[config.mk]
export PLATFORM = sky130hd
export DESIGN_NAME = mips_multicycle_ctrl
export DESIGN_NICKNAME = d
export VERILOG_FILES = /design/src/rtl/mips_multicycle_ctrl.sv
export SDC_FILE = /design/constraint.sdc
export NUM_CORES = 1
export LEC_CHECK = 0
export CAP_MARGIN = 15
export CORE_MARGIN = 3
export CORE_UTILIZATION = 35
export CTS_BUF_LIST = sky130_fd_sc_hd__clkbuf_8
export DETAILED_ROUTE_END_ITERATION = 16
export PLACE_DENSITY = 0.74
export SYNTH_ARGS = -nofsm -noshare
export SYNTH_HDL_FRONTEND = slang
export SYNTH_SLANG_ARGS = --single-unit
[constraint.sdc]
create_clock -name clk -period 2.15 [get_ports clk]
set_input_delay 0.5375 -clock clk [delete_from_list [all_inputs] [get_ports clk]]
set_output_delay 0.5375 -clock clk [all_outputs]
set_load 0.05 [all_outputs]
[src/rtl/mips_multicycle_ctrl.sv]
// Main control FSM for the multicycle MIPS core.
// Steps each instruction through fetch/decode/execute/memory/writeback and
// drives the datapath selects, write strobes and the PC load enable.
// Ports:
//   clk, reset (async, active-low)
//   opcode      instr[31:26] from the instruction register
//   zero        ALU zero flag (qualifies the beq PC load)
//   mem_ready   shared memory completes its access this cycle
//   pc_en/pc_src, iord, mem_write, ir_write, reg_dst, mem_to_reg, reg_write,
//   alu_src_a/b, alu_op  datapath controls decoded from the state register
//   instr_done  pulse in the last cycle of each instruction
//   illegal_op  pulse when DECODE sees an unsupported opcode
//   state       current state, for debug
module mips_multicycle_ctrl (
    input  logic       clk,
    input  logic       reset,
    input  logic [5:0] opcode,
    input  logic       zero,
    input  logic       mem_ready,
    output logic       pc_en,
    output logic [1:0] pc_src,
    output logic       iord,
    output logic       mem_write,
    output logic       ir_write,
    output logic       reg_dst,
    output logic       mem_to_reg,
    output logic       reg_write,
    output logic       alu_src_a,
    output logic [1:0] alu_src_b,
    output logic [1:0] alu_op,
    output logic       instr_done,
    output logic       illegal_op,
    output logic [3:0] state
);

    localparam int unsigned STATE_W = 4;

    localparam logic [5:0] OP_RTYPE = 6'b000000;
    localparam logic [5:0] OP_LW    = 6'b100011;
    localparam logic [5:0] OP_SW    = 6'b101011;
    localparam logic [5:0] OP_BEQ   = 6'b000100;
    localparam logic [5:0] OP_ADDI  = 6'b001000;
    localparam logic [5:0] OP_J     = 6'b000010;

    typedef enum logic [STATE_W-1:0] {
        S_FETCH    = 4'd0,
        S_DECODE   = 4'd1,
        S_MEMADR   = 4'd2,
        S_MEMREAD  = 4'd3,
        S_MEMWB    = 4'd4,
        S_MEMWRITE = 4'd5,
        S_EXECUTE  = 4'd6,
        S_ALUWB    = 4'd7,
        S_BRANCH   = 4'd8,
        S_ADDIEXEC = 4'd9,
        S_ADDIWB   = 4'd10,
        S_JUMP     = 4'd11
    } state_e;

    state_e state_q, state_d;
    logic   pc_write;
    logic   branch;
    logic   rdy;

    // In reset the state already reads FETCH; masking mem_ready keeps the
    // fetch strobes (ir_write, pc_en) quiet until reset is released.
    assign rdy = mem_ready & reset;

    // State register
    always_ff @(posedge clk or negedge reset) begin
        if (!reset) begin
            state_q <= S_FETCH;
        end else begin
            state_q <= state_d;
        end
    end

    // Next state and Moore outputs, gated by mem_ready/zero where needed
    always_comb begin
        state_d    = state_q;
        pc_write   = 1'b0;
        branch     = 1'b0;
        pc_src     = 2'b00;
        iord       = 1'b0;
        mem_write  = 1'b0;
        ir_write   = 1'b0;
        reg_dst    = 1'b0;
        mem_to_reg = 1'b0;
        reg_write  = 1'b0;
        alu_src_a  = 1'b0;
        alu_src_b  = 2'b00;
        alu_op     = 2'b00;
        instr_done = 1'b0;
        illegal_op = 1'b0;

        case (state_q)
            S_FETCH: begin
                alu_src_b = 2'b01;
                ir_write  = rdy;
                pc_write  = rdy;
                if (rdy) state_d = S_DECODE;
            end
            S_DECODE: begin
                alu_src_b = 2'b11;
                case (opcode)
                    OP_LW, OP_SW: state_d = S_MEMADR;
                    OP_RTYPE:     state_d = S_EXECUTE;
                    OP_BEQ:       state_d = S_BRANCH;
                    OP_ADDI:      state_d = S_ADDIEXEC;
                    OP_J:         state_d = S_JUMP;
                    default: begin
                        state_d    = S_FETCH;
                        illegal_op = 1'b1;
                    end
                endcase
            end
            S_MEMADR: begin
                alu_src_a = 1'b1;
                alu_src_b = 2'b10;
                // Only lw/sw reach here; anything else is treated as a restart.
                if (opcode == OP_LW)      state_d = S_MEMREAD;
                else if (opcode == OP_SW) state_d = S_MEMWRITE;
                else                      state_d = S_FETCH;
            end
            S_MEMREAD: begin
                iord = 1'b1;
                if (rdy) state_d = S_MEMWB;
            end
            S_MEMWB: begin
                mem_to_reg = 1'b1;
                reg_write  = 1'b1;
                instr_done = 1'b1;
                state_d    = S_FETCH;
            end
            S_MEMWRITE: begin
                iord       = 1'b1;
                mem_write  = 1'b1;
                instr_done = rdy;
                if (rdy) state_d = S_FETCH;
            end
            S_EXECUTE: begin
                alu_src_a = 1'b1;
                alu_op    = 2'b10;
                state_d   = S_ALUWB;
            end
            S_ALUWB: begin
                reg_dst    = 1'b1;
                reg_write  = 1'b1;
                instr_done = 1'b1;
                state_d    = S_FETCH;
            end
            S_BRANCH: begin
                alu_src_a  = 1'b1;
                alu_op     = 2'b01;
                pc_src     = 2'b01;
                branch     = 1'b1;
                instr_done = 1'b1;
                state_d    = S_FETCH;
            end
            S_ADDIEXEC: begin
                alu_src_a = 1'b1;
                alu_src_b = 2'b10;
                state_d   = S_ADDIWB;
            end
            S_ADDIWB: begin
                reg_write  = 1'b1;
                instr_done = 1'b1;
                state_d    = S_FETCH;
            end
            S_JUMP: begin
                pc_src     = 2'b10;
                pc_write   = 1'b1;
                instr_done = 1'b1;
                state_d    = S_FETCH;
            end
            default: state_d = S_FETCH;
        endcase
    end

    assign pc_en = pc_write | (branch & zero);
    assign state = STATE_W'(state_q);

endmodule
==> flow_summary.ini <==
[pwr]
power_density_nw_per_um2 = 819
ir_drop_mv = 0.649
totalPowerFinal_w = 0.00103
leakagePower_nw = 0.519

[global_routing]
grt_max_degree = 14
track_usage_pct = 25.8
grt_antenna_before_repair = 0
grt-ovfl-total = 0
grt_first_pass_wirelength_um = 3750
grt_pass1_vias = 828

[routing]
ant_nets = 0
routed_via_density = 5.84
drcViolationCount = 0
drt-initial-drc-count = 29
vias = 817
wl_per_cell_um = 17.2
routed_wl_um = 2410
firstDrtPassIters = 4

[timing]
fin_crit_sh_pct = 97.6
rsz0062_at_grt = no
max_freq_mhz = 477
finalHoldViolCount = 0
max-slew-margin-rel_pct = 80.4
setup_viol = 0
skew_ns = 0.00197
worst_slew_pin_slew_ns = 0.292
min_period_ns = 2.10
finalMaxSlewViolations = 0
holdWs_ns = 0.355
fin_ws_ns = 0.0524

[setup_path]
r2r_start = state[0]$_DFFE_PN0P_
crit_arrival_ns = 1.56
r2r_cells = 5
crit_type = reg -> out
crit_path_end_kind = output pin
required_ns = 1.61
r2r_slack_ns = 0.60
startpoint_type = register
crit_fanout = 7
rr_endpoint = state[0]$_DFFE_PN0P_

[die]
rows = 13
die_w_um = 45.5
die_y_um = 45.5
core-area_um2 = 1380
io_pins = 30
start_util_pct = 39.5
die_area_um2 = 2070

[final_layout]
fin_nets = 136
drive_gt1_share_pct = 60.0
largest_register_ffs = 4
n_antenna_cell = 0
fillers = 59
area_delta_synth_final_pct = 130
fin_cells = 140

[clock_network]
cts_sinks = 4
clk_latency_ns = 0.23
path_clk_slew_ns = 0.03
cts_tree = built
htree_levels = 1
cts_buffer_depth = 2
numCtsBuffers = 3
root_buffer = clkbuf_8

[synthesis]
synth_edf_count = 0
async_flop_share_pct = 100
synthDistinctLibCells = 33
synth.ff_latch_count = 4
synth_area_um2 = 546
synth_nets = 88
synth_top_area_share_pct = 18.3
ys_seq_area_share_pct = 18.3
postSynthAreaPerCell_um2 = 6.99
syn_inst = 78
post-synth-top-area-cell = dfrtp_1
synth_flop_cell = dfrtp_1
synth_area_leaders = dfrtp_1, nor2_1, o21ai_0, nand2b_1, nor3_1
synth-warning-count = 0

[placed_design]
place_hpwl_um = 1660
place_congestion = 0.816
dp_worst_setup_slack_ns = -0.244
port_buffers = 29
dp.cells = 132

[status]
outcome = finished clean

[min_path]
hold_class = in -> async

[run]
maxCapViolations = 0
[critical path, stage by stage, from the launching register on]
cell and delay [ns]:
dfrtp_2 0.46, nand2b_4 0.19, buf_4 0.15, o22ai_1 0.14, a21boi_4 0.23, buf_12 0.15
[Yosys cell counts (all sizes together), types with 2 or more instances]
library cell,number
nor2,11
o21ai,8
nand2,6
nand2b,6
nor3,6
a21oi,5
buf,5
dfrtp,4
nand3b,4
inv,3
nor4,2
nor4b,2
o2bb2ai,2
[cell type report]
cell class	count	area [µm²]	share of cell area (%)
repair buffers	48	562	44.9
multi-input cells	66	510	40.8
flip-flops and latches	4	105	8.39
clock buffers	3	41.3	3.30
well taps	15	18.8	1.50
inverters	3	11.3	0.899
clock inverters	1	3.75	0.300
[routing by layer]
metal  vias to the layer above  GRT usage [%]  wire, µm
met5                         -              0         0
met4                         0           15.8        63
met3                         8           8.30       146
met2                        39           39.8      1270
met1                       391           30.6       930
li1                        379              -         -
[logic make-up (layout without fill, tap and decap cells)]
| group | Yosys count | after routing | synth area share (%) |
|---|---|---|---|
| buf+inv | 8 | 55 | 7.11 |
| xor+xnor | 2 | 2 | 3.21 |
| compound gates | 22 | 22 | 26.1 |
| flops | 4 | 4 | 18.3 |
| simple gates | 42 | 42 | 45.2 |
[power by group]
part           leakage, nW  switching (W)  internal, W  total, W
clock               0.0269      0.0000474     0.000122  0.000170
sequential          0.0480      0.0000257    0.0000914  0.000117
combinational        0.445       0.000426     0.000314  0.000739
total                0.519       0.000499     0.000528   0.00103
[worst max-delay path by stage]
stage | from | slack (ns) | endpoint
after floorplan | state[0]$_DFFE_PN0P_ | -0.28 | pc_en
after global placement | opcode[3] | -0.22 | illegal_op
after detailed placement | opcode[3] | -0.24 | illegal_op
after CTS | opcode[3] | -0.02 | illegal_op
after global routing | opcode[5] | 0.007 | illegal_op
final | state[3]$_DFFE_PN0P_ | 0.05 | instr_done
[placed cells by master, fill, tap and decap left out, drive strengths merged]
| master | n |
|---|---|
| o2bb2ai | 2 |
| nor3b | 1 |
| a21oi | 5 |
| dfrtp | 4 |
| o21bai | 1 |
| dlygate4sd2 | 4 |
| nor3 | 6 |
| a211oi | 1 |
| nor2 | 11 |
| buf | 39 |
| or3 | 1 |
| o32ai | 1 |
| clkbuf | 7 |
| o22ai | 1 |
| nor4b | 2 |
| a21boi | 1 |
| inv | 4 |
| a31oi | 1 |
| nand2b | 6 |
| nor4 | 2 |
| nand4 | 1 |
| nand3b | 4 |
| a211o | 1 |
| clkdlybuf4s50 | 1 |
| o21ai | 8 |
| xor2 | 1 |
| and2b | 1 |
| and3 | 1 |
| xnor2 | 1 |
| nand2 | 6 |
[per-stage QoR]
stage          TNS, ns  util, %  instance area, µm²
3_3_place_gp    -0.316     85.3                1180
4_1_cts        -0.0227     89.0                1230
2_1_floorplan   -0.410        -                 636
5_1_grt              0     90.6                1250
6_report             0     90.6                1250
3_5_place_dp    -0.344     85.3                1180
[timing repair]
action | 4_1_cts | 5_1_grt
hold buffers | 0 | 0
resized for setup | 11 | 13
pin swaps | 5 | 6
setup buffers | 1 | 3
setup endpoints to repair | 4 | 4
(Power assumes the default switching activity.)
